==> config.mk <==
export PLATFORM = sky130hd
export DESIGN_NAME = spi_axi_lite_arbiter
export DESIGN_NICKNAME = d
export VERILOG_FILES = /design/src/rtl/spi_axi_lite_arbiter.sv
export SDC_FILE = /design/constraint.sdc
export NUM_CORES = 1
export LEC_CHECK = 0
export ABC_AREA = 1
export CORE_AREA = 2 2 179 181
export CTS_CLUSTER_DIAMETER = 150
export DETAILED_ROUTE_END_ITERATION = 8
export DIE_AREA = 0 0 181 183
export SLEW_MARGIN = 20
export SYNTH_ARGS = -nofsm -noshare
export SYNTH_HDL_FRONTEND = slang
export SYNTH_SLANG_ARGS = --single-unit
==> constraint.sdc <==
create_clock -name clk_i -period 1.75 [get_ports clk_i]
set_clock_uncertainty 0.2 [all_clocks]
set_input_delay 0.35 -clock clk_i [delete_from_list [all_inputs] [get_ports clk_i]]
set_output_delay 0.35 -clock clk_i [all_outputs]
set_load 0.01 [all_outputs]
==> src/rtl/spi_axi_lite_arbiter.sv <==
`default_nettype none
// ============================================================================
// Module   : spi_axi_lite_arbiter (with package spi_axi_lite_arbiter_pkg)
// Purpose  : Shares one AXI-Lite master port between NUM_REQ requesters.
//            Requester 0 is the axi_spi_slave bridge; the others are on-chip
//            agents such as a JTAG debug bridge. The write and read directions
//            have independent round-robin arbiters. Each direction allows one
//            outstanding transaction. Payloads pass through combinationally.
// Ports    : clk_i      - clock, rising edge
//            rst_i      - synchronous active-high reset
//            req_i      - requester AXI-Lite requests [NUM_REQ]
//            rsp_o      - requester AXI-Lite responses [NUM_REQ]
//            mst_req_o  - AXI-Lite request toward the crossbar
//            mst_rsp_i  - AXI-Lite response from the crossbar
// Macro    : SPI_ARB_TIMEOUT_EN - enables the response watchdog. On expiry the
//            requester gets SLVERR, and a DRAIN state discards the late response.
// Revision : 1.0 - initial release
// ============================================================================

package spi_axi_lite_arbiter_pkg;
    typedef struct packed {
        logic [31:0] addr;
        logic [2:0]  prot;
    } axi_lite_ax_t;

    typedef struct packed {
        logic [31:0] data;
        logic [3:0]  strb;
    } axi_lite_w_t;

    typedef struct packed {
        logic [1:0] resp;
    } axi_lite_b_t;

    typedef struct packed {
        logic [31:0] data;
        logic [1:0]  resp;
    } axi_lite_r_t;

    typedef struct packed {
        axi_lite_ax_t aw;
        logic         aw_valid;
        axi_lite_w_t  w;
        logic         w_valid;
        logic         b_ready;
        axi_lite_ax_t ar;
        logic         ar_valid;
        logic         r_ready;
    } axi_lite_req_t;

    typedef struct packed {
        logic         aw_ready;
        logic         w_ready;
        axi_lite_b_t  b;
        logic         b_valid;
        logic         ar_ready;
        axi_lite_r_t  r;
        logic         r_valid;
    } axi_lite_rsp_t;
endpackage

module spi_axi_lite_arbiter #(
    parameter type         axi_lite_req_t = spi_axi_lite_arbiter_pkg::axi_lite_req_t,
    parameter type         axi_lite_rsp_t = spi_axi_lite_arbiter_pkg::axi_lite_rsp_t,
    parameter int unsigned NUM_REQ        = 2,
    parameter int unsigned TIMEOUT_CYCLES = 1024
) (
    input  logic          clk_i,
    input  logic          rst_i,
    input  axi_lite_req_t req_i [NUM_REQ],
    output axi_lite_rsp_t rsp_o [NUM_REQ],
    output axi_lite_req_t mst_req_o,
    input  axi_lite_rsp_t mst_rsp_i
);

    localparam int unsigned c_IDX_W = $clog2(NUM_REQ);

    localparam logic [1:0] c_ST_IDLE  = 2'd0;
    localparam logic [1:0] c_ST_ADDR  = 2'd1;
    localparam logic [1:0] c_ST_RESP  = 2'd2;
`ifdef SPI_ARB_TIMEOUT_EN
    localparam logic [1:0] c_ST_DRAIN = 2'd3;
`endif

    localparam logic [1:0] c_RESP_SLVERR = 2'b10;

    // First requester with a pending request, scanning upward from ptr with wrap.
    function automatic logic [c_IDX_W-1:0] f_rr_pick(input logic [NUM_REQ-1:0] valid,
                                                     input logic [c_IDX_W-1:0] ptr);
        logic        found;
        int unsigned idx;
        f_rr_pick = ptr;
        found     = 1'b0;
        for (int unsigned i = 0; i < NUM_REQ; i++) begin
            idx = (int'(ptr) + i) % NUM_REQ;
            if (!found && valid[idx]) begin
                f_rr_pick = idx[c_IDX_W-1:0];
                found     = 1'b1;
            end
        end
    endfunction

    function automatic logic [c_IDX_W-1:0] f_next_idx(input logic [c_IDX_W-1:0] idx);
        f_next_idx = (idx == c_IDX_W'(NUM_REQ - 1)) ? '0 : idx + 1'b1;
    endfunction

    // ------------------------------------------------------------------------
    // State and arbitration signals
    // ------------------------------------------------------------------------
    logic [1:0]         r_wr_state, w_wr_state_nxt;
    logic [1:0]         r_rd_state, w_rd_state_nxt;
    logic [c_IDX_W-1:0] r_wr_gnt, r_wr_ptr, w_wr_pick;
    logic [c_IDX_W-1:0] r_rd_gnt, r_rd_ptr, w_rd_pick;
    logic               r_aw_done, r_w_done;
    logic [NUM_REQ-1:0] w_aw_valid_vec, w_ar_valid_vec;
    logic               w_aw_hs, w_w_hs, w_b_hs, w_ar_hs, w_r_hs;
    logic               w_wr_to, w_rd_to;

    always_comb begin
        w_aw_valid_vec = '0;
        w_ar_valid_vec = '0;
        for (int unsigned i = 0; i < NUM_REQ; i++) begin
            w_aw_valid_vec[i] = req_i[i].aw_valid;
            w_ar_valid_vec[i] = req_i[i].ar_valid;
        end
    end

    assign w_wr_pick = f_rr_pick(w_aw_valid_vec, r_wr_ptr);
    assign w_rd_pick = f_rr_pick(w_ar_valid_vec, r_rd_ptr);

    // Done flags gate each address/data channel once it has been accepted.
    assign w_aw_hs = (r_wr_state == c_ST_ADDR) && !r_aw_done &&
                     req_i[r_wr_gnt].aw_valid && mst_rsp_i.aw_ready;
    assign w_w_hs  = (r_wr_state == c_ST_ADDR) && !r_w_done &&
                     req_i[r_wr_gnt].w_valid && mst_rsp_i.w_ready;
    assign w_b_hs  = (r_wr_state == c_ST_RESP) && !w_wr_to &&
                     mst_rsp_i.b_valid && req_i[r_wr_gnt].b_ready;
    assign w_ar_hs = (r_rd_state == c_ST_ADDR) &&
                     req_i[r_rd_gnt].ar_valid && mst_rsp_i.ar_ready;
    assign w_r_hs  = (r_rd_state == c_ST_RESP) && !w_rd_to &&
                     mst_rsp_i.r_valid && req_i[r_rd_gnt].r_ready;

    // ------------------------------------------------------------------------
    // Response watchdog
    // ------------------------------------------------------------------------
`ifdef SPI_ARB_TIMEOUT_EN
    localparam int unsigned        c_CNT_W    = $clog2(TIMEOUT_CYCLES + 1);
    localparam logic [c_CNT_W-1:0] c_CNT_LAST = c_CNT_W'(TIMEOUT_CYCLES - 1);

    logic [c_CNT_W-1:0] r_wr_cnt, r_rd_cnt;
    logic               w_wr_err_hs, w_rd_err_hs;

    // Counters restart on every state change, so they count cycles spent in
    // RESP and in DRAIN, and saturate at the last cycle of the window.
    always_ff @(posedge clk_i) begin
        if (rst_i) begin
            r_wr_cnt <= '0;
            r_rd_cnt <= '0;
        end else begin
            if (w_wr_state_nxt != r_wr_state)
                r_wr_cnt <= '0;
            else if (((r_wr_state == c_ST_RESP) || (r_wr_state == c_ST_DRAIN)) &&
                     (r_wr_cnt != c_CNT_LAST))
                r_wr_cnt <= r_wr_cnt + 1'b1;

            if (w_rd_state_nxt != r_rd_state)
                r_rd_cnt <= '0;
            else if (((r_rd_state == c_ST_RESP) || (r_rd_state == c_ST_DRAIN)) &&
                     (r_rd_cnt != c_CNT_LAST))
                r_rd_cnt <= r_rd_cnt + 1'b1;
        end
    end

    // Once the window expires, the error response owns the requester channel.
    // The master channel stays stalled until DRAIN.
    assign w_wr_to     = (r_wr_state == c_ST_RESP) && (r_wr_cnt == c_CNT_LAST);
    assign w_rd_to     = (r_rd_state == c_ST_RESP) && (r_rd_cnt == c_CNT_LAST);
    assign w_wr_err_hs = w_wr_to && req_i[r_wr_gnt].b_ready;
    assign w_rd_err_hs = w_rd_to && req_i[r_rd_gnt].r_ready;
`else
    assign w_wr_to = 1'b0;
    assign w_rd_to = 1'b0;
`endif

    // ------------------------------------------------------------------------
    // Write FSM
    // ------------------------------------------------------------------------
    always_comb begin
        w_wr_state_nxt = r_wr_state;
        case (r_wr_state)
            c_ST_IDLE: if (|w_aw_valid_vec) w_wr_state_nxt = c_ST_ADDR;
            c_ST_ADDR: if ((r_aw_done || w_aw_hs) && (r_w_done || w_w_hs))
                           w_wr_state_nxt = c_ST_RESP;
            c_ST_RESP: begin
                if (w_b_hs) w_wr_state_nxt = c_ST_IDLE;
`ifdef SPI_ARB_TIMEOUT_EN
                else if (w_wr_err_hs) w_wr_state_nxt = c_ST_DRAIN;
`endif
            end
`ifdef SPI_ARB_TIMEOUT_EN
            c_ST_DRAIN: if (mst_rsp_i.b_valid || (r_wr_cnt == c_CNT_LAST))
                            w_wr_state_nxt = c_ST_IDLE;
`endif
            default: w_wr_state_nxt = c_ST_IDLE;
        endcase
    end

    always_ff @(posedge clk_i) begin
        if (rst_i) begin
            r_wr_state <= c_ST_IDLE;
            r_wr_gnt   <= '0;
            r_wr_ptr   <= '0;
            r_aw_done  <= 1'b0;
            r_w_done   <= 1'b0;
        end else begin
            r_wr_state <= w_wr_state_nxt;
            if ((r_wr_state == c_ST_IDLE) && |w_aw_valid_vec) begin
                r_wr_gnt  <= w_wr_pick;
                r_aw_done <= 1'b0;
                r_w_done  <= 1'b0;
            end
            if (w_aw_hs) r_aw_done <= 1'b1;
            if (w_w_hs)  r_w_done  <= 1'b1;
            // A timed-out transaction advances the pointer the same as a
            // normal completion.
            if ((r_wr_state == c_ST_RESP) && (w_wr_state_nxt != c_ST_RESP))
                r_wr_ptr <= f_next_idx(r_wr_gnt);
        end
    end

    // ------------------------------------------------------------------------
    // Read FSM
    // ------------------------------------------------------------------------
    always_comb begin
        w_rd_state_nxt = r_rd_state;
        case (r_rd_state)
            c_ST_IDLE: if (|w_ar_valid_vec) w_rd_state_nxt = c_ST_ADDR;
            c_ST_ADDR: if (w_ar_hs) w_rd_state_nxt = c_ST_RESP;
            c_ST_RESP: begin
                if (w_r_hs) w_rd_state_nxt = c_ST_IDLE;
`ifdef SPI_ARB_TIMEOUT_EN
                else if (w_rd_err_hs) w_rd_state_nxt = c_ST_DRAIN;
`endif
            end
`ifdef SPI_ARB_TIMEOUT_EN
            c_ST_DRAIN: if (mst_rsp_i.r_valid || (r_rd_cnt == c_CNT_LAST))
                            w_rd_state_nxt = c_ST_IDLE;
`endif
            default: w_rd_state_nxt = c_ST_IDLE;
        endcase
    end

    always_ff @(posedge clk_i) begin
        if (rst_i) begin
            r_rd_state <= c_ST_IDLE;
            r_rd_gnt   <= '0;
            r_rd_ptr   <= '0;
        end else begin
            r_rd_state <= w_rd_state_nxt;
            if ((r_rd_state == c_ST_IDLE) && |w_ar_valid_vec)
                r_rd_gnt <= w_rd_pick;
            if ((r_rd_state == c_ST_RESP) && (w_rd_state_nxt != c_ST_RESP))
                r_rd_ptr <= f_next_idx(r_rd_gnt);
        end
    end

    // ------------------------------------------------------------------------
    // Routing. Everything defaults to zero, so non-granted requesters and an
    // idle master port see no valid, ready or payload activity.
    // ------------------------------------------------------------------------
    always_comb begin
        mst_req_o = '0;
        for (int unsigned i = 0; i < NUM_REQ; i++) rsp_o[i] = '0;

        case (r_wr_state)
            c_ST_ADDR: begin
                mst_req_o.aw                = req_i[r_wr_gnt].aw;
                mst_req_o.aw_valid          = req_i[r_wr_gnt].aw_valid & ~r_aw_done;
                mst_req_o.w                 = req_i[r_wr_gnt].w;
                mst_req_o.w_valid           = req_i[r_wr_gnt].w_valid & ~r_w_done;
                rsp_o[r_wr_gnt].aw_ready    = mst_rsp_i.aw_ready & ~r_aw_done;
                rsp_o[r_wr_gnt].w_ready     = mst_rsp_i.w_ready & ~r_w_done;
            end
            c_ST_RESP: begin
                if (w_wr_to) begin
                    rsp_o[r_wr_gnt].b_valid = 1'b1;
                    rsp_o[r_wr_gnt].b.resp  = c_RESP_SLVERR;
                end else begin
                    rsp_o[r_wr_gnt].b       = mst_rsp_i.b;
                    rsp_o[r_wr_gnt].b_valid = mst_rsp_i.b_valid;
                    mst_req_o.b_ready       = req_i[r_wr_gnt].b_ready;
                end
            end
`ifdef SPI_ARB_TIMEOUT_EN
            c_ST_DRAIN: mst_req_o.b_ready = 1'b1;
`endif
            default: ;
        endcase

        case (r_rd_state)
            c_ST_ADDR: begin
                mst_req_o.ar                = req_i[r_rd_gnt].ar;
                mst_req_o.ar_valid          = req_i[r_rd_gnt].ar_valid;
                rsp_o[r_rd_gnt].ar_ready    = mst_rsp_i.ar_ready;
            end
            c_ST_RESP: begin
                if (w_rd_to) begin
                    rsp_o[r_rd_gnt].r_valid = 1'b1;
                    rsp_o[r_rd_gnt].r.resp  = c_RESP_SLVERR;
                end else begin
                    rsp_o[r_rd_gnt].r       = mst_rsp_i.r;
                    rsp_o[r_rd_gnt].r_valid = mst_rsp_i.r_valid;
                    mst_req_o.r_ready       = req_i[r_rd_gnt].r_ready;
                end
            end
`ifdef SPI_ARB_TIMEOUT_EN
            c_ST_DRAIN: mst_req_o.r_ready = 1'b1;
`endif
            default: ;
        endcase
    end

endmodule
`default_nettype wire
==> results.sh, run 1 <==
export IMPL_fp_row_count=65
export IMPL_netlist_cell_type_count=22
export IMPL_finalHoldViolations=0
export IMPL_violations="setup timing"
export IMPL_synth_seq_cells=10
export IMPL_routed_via_count=6640
export IMPL_setup_violations_final=198
export IMPL_cts_max_path_buffers=2
export IMPL_hold_start="r_rd_ptr"
export IMPL_async_flop_share_pct=0
export IMPL_cp_buffers_inverters=4
export IMPL_finalWorstSetupSlack_ns=-0.426
export IMPL_hold_class="flip-flop to flip-flop"
export IMPL_cp_data_required_time_ns=1.20
export IMPL_die_w_um=181
export IMPL_drc=0
export IMPL_fin_area_sq_um=11200
export IMPL_grt_pass1_wl_um=42900
export IMPL_synth_top_family_by_area="simple AND/OR/NAND/NOR gates"
export IMPL_synthAdderAreaFrac_pct=3.53
export IMPL_synth_fp_nets=886
export IMPL_yosysSeqAreaShare_pct=7.05
export IMPL_yosys_area_top_type="nand2_1"
export IMPL_io_buffers=457
export IMPL_syn_avg_cell_area_sq_um=4.63
export IMPL_reg2reg_to="r_wr_ptr"
export IMPL_post_route_period_util_pct=124
export IMPL_drive_gt1_share_pct=55.1
export IMPL_hold_path_endpoint="r_rd_ptr"
export IMPL_crit_family="buffers and inverters"
export IMPL_cts_sinks=10
export IMPL_fin_crit_ns=2.18
export IMPL_status="finished with violations"
export IMPL_drtPass1Iterations=4
export IMPL_wl_per_cell_um=19.3
export IMPL_cp_end_kind="output port"
export IMPL_synthXorXnorAreaFrac_pct=0
export IMPL_path_cells="inv_4 -> ha_4 -> buf_8 -> nand2_8 -> buf_16 -> nor3_4 -> buf_2"
export IMPL_synthTopCellsByArea="nand2_1, a21oi_1, nor3_1, nor2_1, inv_1"
export IMPL_worst_pin_slew_ns=0.286
export IMPL_finalWirelength_um=31100
export IMPL_grt_max_degree=34
export IMPL_syn_cell_area_sq_um=2840
export IMPL_synthMuxAreaShare_pct=0
export IMPL_setup_tns_ns=-58.57
export IMPL_yosysTopAreaCellShare_pct=23.5
export IMPL_p_leak_nw=5.10
export IMPL_grtUsageTotal_pct=16.9
export IMPL_cts_tree="done"
export IMPL_grt_setup_unrepaired="true"
export IMPL_root_buffer="clkbuf_16"
export IMPL_synth_edf_count=0
export IMPL_areaGrowthSynthToFinish_pct=295
export IMPL_insertion_delay_ns=0.23
export IMPL_irDropWorstVdd_mv=0.245
export IMPL_reg2regPathDepth=15
export IMPL_antenna_found_initial=7
export IMPL_gp_congestion=0.827
export IMPL_postPlaceCellArea_sq_um=8860
export IMPL_crit_fanout=6
export IMPL_crit_type="flip-flop to output port"
export IMPL_r2r_slack_ns=-0.29
export IMPL_drtAntennaViolNets=0
export IMPL_final_common_cell="clkdlybuf4s50_1"
export IMPL_hold_depth=2
export IMPL_slew_viol_final=0
export IMPL_htreeDepth=1
export IMPL_worst_path_max_delay_cell="dfxtp_2"
export IMPL_start_kind="flip-flop"
export IMPL_layout_common_cells="clkdlybuf4s50_1, buf_2, nand2_1"
export IMPL_clk_pin_slew_ns=0.04
export IMPL_synth_ff_type="dfxtp_1"
export IMPL_vias_per_cell=4.13
export IMPL_coreArea_sq_um=31200
export IMPL_grt_overflow=0
export IMPL_fin_util_pct=35.9
export IMPL_dieHeight_um=183
export IMPL_cap_violations=0
export IMPL_drt_first_iter_violations=220
export IMPL_synth_simple_area_share_pct=51.3
export IMPL_start_util_pct=9.09
export IMPL_postCtsHoldBufs=0
export IMPL_boundaryPins=458
export IMPL_dp_hpwl_um=20900
export IMPL_rr_startpoint="r_wr_state[1]"
export IMPL_slew_headroom_pct=80.8
export IMPL_fmax_mhz=459
export IMPL_cp_arrival_ns=1.63
export IMPL_final_nets=1474
export IMPL_synthCells=613
export IMPL_synth_compound_area_share_pct=22.7
export IMPL_power_density_nw_per_um2=426
export IMPL_yosysWarnings=0
export IMPL_critPathMaxStageDelay_ns=0.35
export IMPL_grt_pass1_vias=7108
export IMPL_die_area_sq_um=33100
export IMPL_cts_buffers=3
cell families (layout without fill, tap and decap cells):
| group | after synthesis | in the layout |
|---|---|---|
| flops | 10 | 10 |
| simple gates | 354 | 354 |
| buf+inv | 115 | 702 |
| compound gates | 126 | 126 |
| other cells | 0 | 4 |
| fa+ha+maj | 8 | 8 |
cell usage after synthesis (all sizes together) (5+ instances only):
library cell / number
nor3: 72
inv: 66
ha: 8
a21oi: 80
buf: 16
nand3: 5
nand2: 178
nor2: 88
dfxtp: 10
o21ai: 41
clkbuf: 33
nor4: 5
worst min-delay path: cells and delay by family, from the launching register on:
| family | cells | cell delay [ns] |
|---|---|---|
| flops | 1 | 0.31 |
| simple gates | 2 | 0.15 |
sequential cells by signal (all words and copies together) (netlist names):
signal      flops
r_rd_ptr        1
r_rd_state      2
r_wr_gnt        1
r_rd_gnt        1
r_wr_state      2
r_w_done        1
r_wr_ptr        1
r_aw_done       1
final cells by class:
class | count | area, sq um
diodes | 4 | 10.0
clock buffers | 4 | 88.8
fillers | 3183 | 20000
inverters | 66 | 293
multi-input cells | 488 | 3790
flip-flops and latches | 10 | 215
well taps | 402 | 503
repair buffers | 632 | 6310
through the flow:
stage               total power, mW  std cells  worst slack, ns  hold WS [ns]
finish                         4.78       1606           -0.426         0.304
global route                   5.04       1604           -0.496         0.340
CTS                            4.48       1580           -0.423         0.294
detailed placement             2.85       1508           -0.712         0.290
global placement               2.84       1508           -0.693         0.282
floorplan                      1.20        613          -0.0997         0.252
routing by layer:
layer	up-vias	track usage (%)	share of wire [%]
li1	3166	-	-
met1	3079	17.7	36
met2	343	33.0	54
met3	50	3.69	6.8
met4	2	6.24	3.8
met5	-	0	0.042
timing repair:
action	4_1_cts	5_1_grt
resized for setup	1053	205
gates cloned	27	11
pin swaps	37	70
endpoints found under the setup margin	199	199
setup buffers	42	25
report_power, final:
part           internal, mW  total, mW  switching, mW
Sequential            0.246      0.271         0.0248
Combinational          2.20       4.05           1.85
Clock                 0.345      0.460          0.115
Total                  2.79       4.78           1.99
worst max-delay path by stage:
stage | start | to | slack [ns] | cells past startpoint
after global routing | r_rd_state[1] | rsp_o[78] | -0.50 | 9
after CTS | r_rd_state[0] | rsp_o[68] | -0.42 | 7
after global placement | r_rd_state[1] | mst_req_o[2] | -0.69 | 7
after floorplan | r_rd_state[0] | rsp_o[15] | -0.1 | 5
final | r_rd_state[0] | rsp_o[13] | -0.43 | 7
after detailed placement | r_rd_state[1] | rsp_o[81] | -0.71 | 8
(Power assumes the default switching activity.)
==> run 2, diff against run 1 <==
--- a/config.mk
+++ b/config.mk
@@ -6,10 +6,11 @@
 export NUM_CORES = 1
 export LEC_CHECK = 0
 export ABC_AREA = 1
-export CORE_AREA = 2 2 179 181
+export CORE_AREA = 2 2 175 177
 export CTS_CLUSTER_DIAMETER = 150
 export DETAILED_ROUTE_END_ITERATION = 8
-export DIE_AREA = 0 0 181 183
+export DIE_AREA = 0 0 177 179
+export DONT_BUFFER_PORTS = 1
 export SLEW_MARGIN = 20
 export SYNTH_ARGS = -nofsm -noshare
 export SYNTH_HDL_FRONTEND = slang
==> run 2 against run 1 <==
Compared with the run above:
- the run still ends with setup timing left
- total power shrank 16%
- sequential share of layout area increased by 0.69 points
- die area fell by 4.3%
- maximum frequency shrank 0.16%
- critical path type unchanged
- critical endpoint is now rsp_o[75]
==> results.sh, run 2 (same netlist as run 1, synthesis figures left out) <==
export IMPL_final_common_cell="nand2_1"
export IMPL_drtAntennaViolNets=0
export IMPL_finalWorstSetupSlack_ns=-0.430
export IMPL_hold_depth=2
export IMPL_grt_overflow=0
export IMPL_areaGrowthSynthToFinish_pct=184
export IMPL_slew_viol_final=0
export IMPL_dp_cells=1084
export IMPL_htreeDepth=1
export IMPL_grt_pass1_wl_um=35300
export IMPL_worst_pin_slew_ns=0.506
export IMPL_dieHeight_um=179
export IMPL_start_kind="flip-flop"
export IMPL_post_route_period_util_pct=125
export IMPL_cap_violations=0
export IMPL_start_util_pct=9.45
export IMPL_cts_sinks=10
export IMPL_fmax_mhz=459
export IMPL_insertion_delay_ns=0.24
export IMPL_cts_max_path_buffers=2
export IMPL_power_density_nw_per_um2=498
export IMPL_fp_row_count=64
export IMPL_reg2regPathDepth=14
export IMPL_root_buffer="clkbuf_16"
export IMPL_clk_pin_slew_ns=0.04
export IMPL_pre_cts_ws_ns=-0.272
export IMPL_layoutNonFillerInstCount=1157
export IMPL_drive_gt1_share_pct=65.0
export IMPL_coreArea_sq_um=30000
export IMPL_wl_per_cell_um=24.4
export IMPL_power_total_mw=4.01
export IMPL_finalHoldViolations=0
export IMPL_violations="setup timing"
export IMPL_crit_type="flip-flop to output port"
export IMPL_p_leak_nw=3.27
export IMPL_finalWirelength_um=28200
export IMPL_hold_class="primary input to flip-flop"
export IMPL_grt_pass1_vias=4939
export IMPL_drt_first_iter_violations=196
export IMPL_fin_util_pct=26.8
export IMPL_dp_hpwl_um=19500
export IMPL_antenna_found_initial=4
export IMPL_multiInputGateArea_sq_um=4440
export IMPL_cts_tree="done"
export IMPL_routed_via_count=5192
export IMPL_boundaryPins=458
export IMPL_drtPass1Iterations=6
export IMPL_setup_violations_final=198
export IMPL_die_area_sq_um=31700
export IMPL_setup_tns_ns=-54.00
export IMPL_grt_max_degree=36
export IMPL_fillers=3101
export IMPL_layout_common_cells="nand2_1, buf_4, nor3_4"
export IMPL_status="finished with violations"
export IMPL_cp_end_kind="output port"
export IMPL_gp_congestion=0.897
export IMPL_slew_headroom_pct=66.1
export IMPL_die_w_um=177
export IMPL_area_sequential_sq_um=210
export IMPL_fin_crit_ns=2.18
export IMPL_reg_largest_list="r_rd_state x2, r_wr_state x2"
export IMPL_crit_fanout=10
export IMPL_irDropWorstVdd_mv=0.386
export IMPL_cp_arrival_ns=1.63
export IMPL_grt_setup_unrepaired="true"
export IMPL_drc=0
export IMPL_grtUsageTotal_pct=15.7
export IMPL_cts_buffers=3
export IMPL_cp_data_required_time_ns=1.20
export IMPL_io_buffers=0
export IMPL_vias_per_cell=4.49
export IMPL_final_nets=1033
==> run 2: cell count changes in the layout (fill, tap and decap cells not counted), moves of 9 or more <==
cell	change
nor2_2	+22
clkdlybuf4s50_1	-261
buf_2	-167
a21oi_4	+39
nor2_1	-31
nand2_2	-19
nand2_1	+18
nor2_4	+9
nor3_4	+35
nor3_2	-37
a21oi_2	-38
==> run 2: cell type report <==
| type | count | area share [%] |
|---|---|---|
| Tap cell | 396 | 6.15 |
| Timing Repair Buffer | 191 | 31.3 |
| Clock buffer | 4 | 1.10 |
| Inverter | 66 | 3.61 |
| Sequential cell | 10 | 2.61 |
| Antenna cell | 2 | 0.0622 |
| Multi-Input combinational cell | 488 | 55.2 |
==> run 2: power by group <==
| group | internal, mW | total [mW] | switching (mW) |
|---|---|---|---|
| clock | 0.346 | 0.475 | 0.129 |
| combinational | 1.46 | 3.27 | 1.81 |
| sequential | 0.246 | 0.263 | 0.0169 |
==> run 2: path summary, 6_finish.rpt <==
check,endpoint,slack [ns],start
min reg2reg,r_wr_ptr,0.30,r_wr_ptr
min,r_rd_gnt,0.08,req_i[1]
max reg2reg,r_rd_ptr,-0.29,r_rd_state[1]
max,rsp_o[75],-0.43,r_rd_state[1]
==> run 2: critical path: stages (launching register included) <==
cell and delay, ns:
dfxtp_2 0.36, inv_4 0.05, ha_4 0.29, buf_8 0.13
nand2_8 0.09, buf_8 0.17, nor3_2 0.14, buf_4 0.15
==> run 2: repair_timing <==
| item | in CTS | in global routing |
|---|---|---|
| endpoints found under the setup margin | 197 | 199 |
| pin swaps | 42 | 62 |
| endpoints found under the hold margin | 8 | 0 |
| buffers inserted | 39 | 15 |
| resized for setup | 396 | 181 |
| cloned | 24 | 4 |
| hold buffers | 1 | 0 |
==> run 2: per-stage QoR <==
step	hold slack (ns)	area, sq um
after floorplan	0.252	3250
after global placement	0.222	4570
after detailed placement	0.226	4570
after CTS	0.0876	7220
after global routing	0.0837	8050
final	0.0836	8050
==> run 2: routing by layer <==
layer  GRT usage, %  wire (um)
met4           5.99       1410
met1           15.9       9670
met2           31.4      15100
met3           3.07       1970
met5              0         23
==> run 3, diff against run 2 <==
--- a/config.mk
+++ b/config.mk
@@ -11,6 +11,7 @@
 export DETAILED_ROUTE_END_ITERATION = 8
 export DIE_AREA = 0 0 177 179
 export DONT_BUFFER_PORTS = 1
+export SKIP_LAST_GASP = 1
 export SLEW_MARGIN = 20
 export SYNTH_ARGS = -nofsm -noshare
 export SYNTH_HDL_FRONTEND = slang
==> run 3 against run 2 <==
Compared with the run above:
- the flow still finishes with violations (setup timing)
- sequential power is essentially flat
- hold slack better by 0.0016 ns
- die area stayed put
- maximum frequency increased by 0.70%
==> results.sh, run 3 (same netlist as run 1, synthesis figures left out) <==
export IMPL_status="finished with violations"
export IMPL_violations="setup timing"
export IMPL_grt_max_degree=36
export IMPL_gp_congestion=0.897
export IMPL_final_common_cell="nand2_1"
export IMPL_routed_via_count=5175
export IMPL_cp_end_kind="output port"
export IMPL_cts_max_path_buffers=2
export IMPL_start_kind="flip-flop"
export IMPL_cts_sinks=10
export IMPL_fp_row_count=64
export IMPL_p_leak_nw=3.28
export IMPL_crit_start="r_rd_state[1]"
export IMPL_root_buffer="clkbuf_16"
export IMPL_drive_gt1_share_pct=63.8
export IMPL_areaGrowthSynthToFinish_pct=184
export IMPL_io_buffers=0
export IMPL_cp_data_required_time_ns=1.20
export IMPL_clk_pin_slew_ns=0.04
export IMPL_slew_viol_final=0
export IMPL_reg_largest_list="r_rd_state x2, r_wr_state x2"
export IMPL_drtPass1Iterations=6
export IMPL_htreeDepth=1
export IMPL_irDropWorstVdd_mv=0.415
export IMPL_setup_violations_final=198
export IMPL_grtUsageTotal_pct=15.7
export IMPL_r2r_slack_ns=-0.26
export IMPL_die_area_sq_um=31700
export IMPL_cts_tree="done"
export IMPL_timing_hold_ws_ns=0.0852
export IMPL_fin_util_pct=26.9
export IMPL_finalWirelength_um=28300
export IMPL_hold_start="req_i[1]"
export IMPL_layout_common_cells="nand2_1, buf_4, nor3_4"
export IMPL_drt_first_iter_violations=185
export IMPL_coreArea_sq_um=30000
export IMPL_grt_pass1_vias=4956
export IMPL_power_density_nw_per_um2=496
export IMPL_insertion_delay_ns=0.24
export IMPL_vias_per_cell=4.46
export IMPL_slew_headroom_pct=65.4
export IMPL_start_util_pct=9.45
export IMPL_grt_pass1_wl_um=35200
export IMPL_hold_class="primary input to flip-flop"
export IMPL_die_w_um=177
export IMPL_crit_fanout=10
export IMPL_drc=0
export IMPL_post_route_period_util_pct=124
export IMPL_wl_per_cell_um=24.4
export IMPL_rr_startpoint="r_wr_state[0]"
export IMPL_setup_tns_ns=-54.16
export IMPL_dp_hpwl_um=19500
export IMPL_fin_crit_ns=2.16
export IMPL_cp_arrival_ns=1.61
export IMPL_antenna_found_initial=4
export IMPL_final_nets=1036
export IMPL_boundaryPins=458
export IMPL_fmax_mhz=462
export IMPL_grt_setup_unrepaired="true"
export IMPL_crit_type="flip-flop to output port"
export IMPL_cap_violations=0
export IMPL_drtAntennaViolNets=0
export IMPL_cts_buffers=3
export IMPL_finalHoldViolations=0
export IMPL_worst_pin_slew_ns=0.518
export IMPL_grt_overflow=0
export IMPL_finalWorstSetupSlack_ns=-0.415
export IMPL_dieHeight_um=179
-- run 3: routing by layer --
layer,GRT usage (%),part of all wire [%]
met2,31.5,54
met1,15.7,34
met3,3.10,7.2
met4,5.99,5.0
met5,0,0.081
-- run 3: critical path, cell delays in order (launching register included) --
cell     delay [ns]
dfxtp_4        0.37
inv_4          0.05
ha_4           0.28
buf_8          0.13
nand2_8        0.09
buf_8          0.17
nor3_2         0.13
buf_4          0.15
-- run 3: report_power, final --
group,leakage (nW),internal [mW],total [mW],switching (mW)
combinational,3.15,1.46,3.27,1.80
clock,0.0442,0.346,0.478,0.132
sequential,0.0845,0.245,0.263,0.0180
-- run 3: per-stage QoR --
stage | std cells | cell area (sq um) | setup WS, ns | power, mW
detailed placement | 1084 | 4570 | -0.272 | 1.78
finish | 1160 | 8070 | -0.415 | 4.01
global placement | 1084 | 4570 | -0.250 | 1.75
floorplan | 613 | 3250 | -0.0997 | 1.20
global route | 1160 | 8070 | -0.452 | 4.18
CTS | 1150 | 7160 | -0.418 | 3.62
-- run 3: path summary, 6_finish.rpt --
kind                                   to  cells after the start
worst max-delay path            rsp_o[75]                      7
worst min-delay path             r_rd_gnt                      2
worst max register to register   r_wr_ptr                     13
worst min register to register   r_wr_ptr                      2
-- run 3: cell type report --
cell class              instances  area [sq um]
repair buffers                194          2570
well taps                     396           495
clock buffers                   4          88.8
diodes                          2          5.00
multi-input cells             488          4400
flip-flops and latches         10           213
fillers                      3106         22000
inverters                      66           295
-- run 3: timing repair --
item / CTS / global route
hold endpoints to repair: 8 / 0
endpoints found under the setup margin: 197 / 199
buffers inserted: 39 / 16
resized for setup: 361 / 205
hold buffers: 1 / 0
pin swaps: 42 / 69
gates cloned: 24 / 6
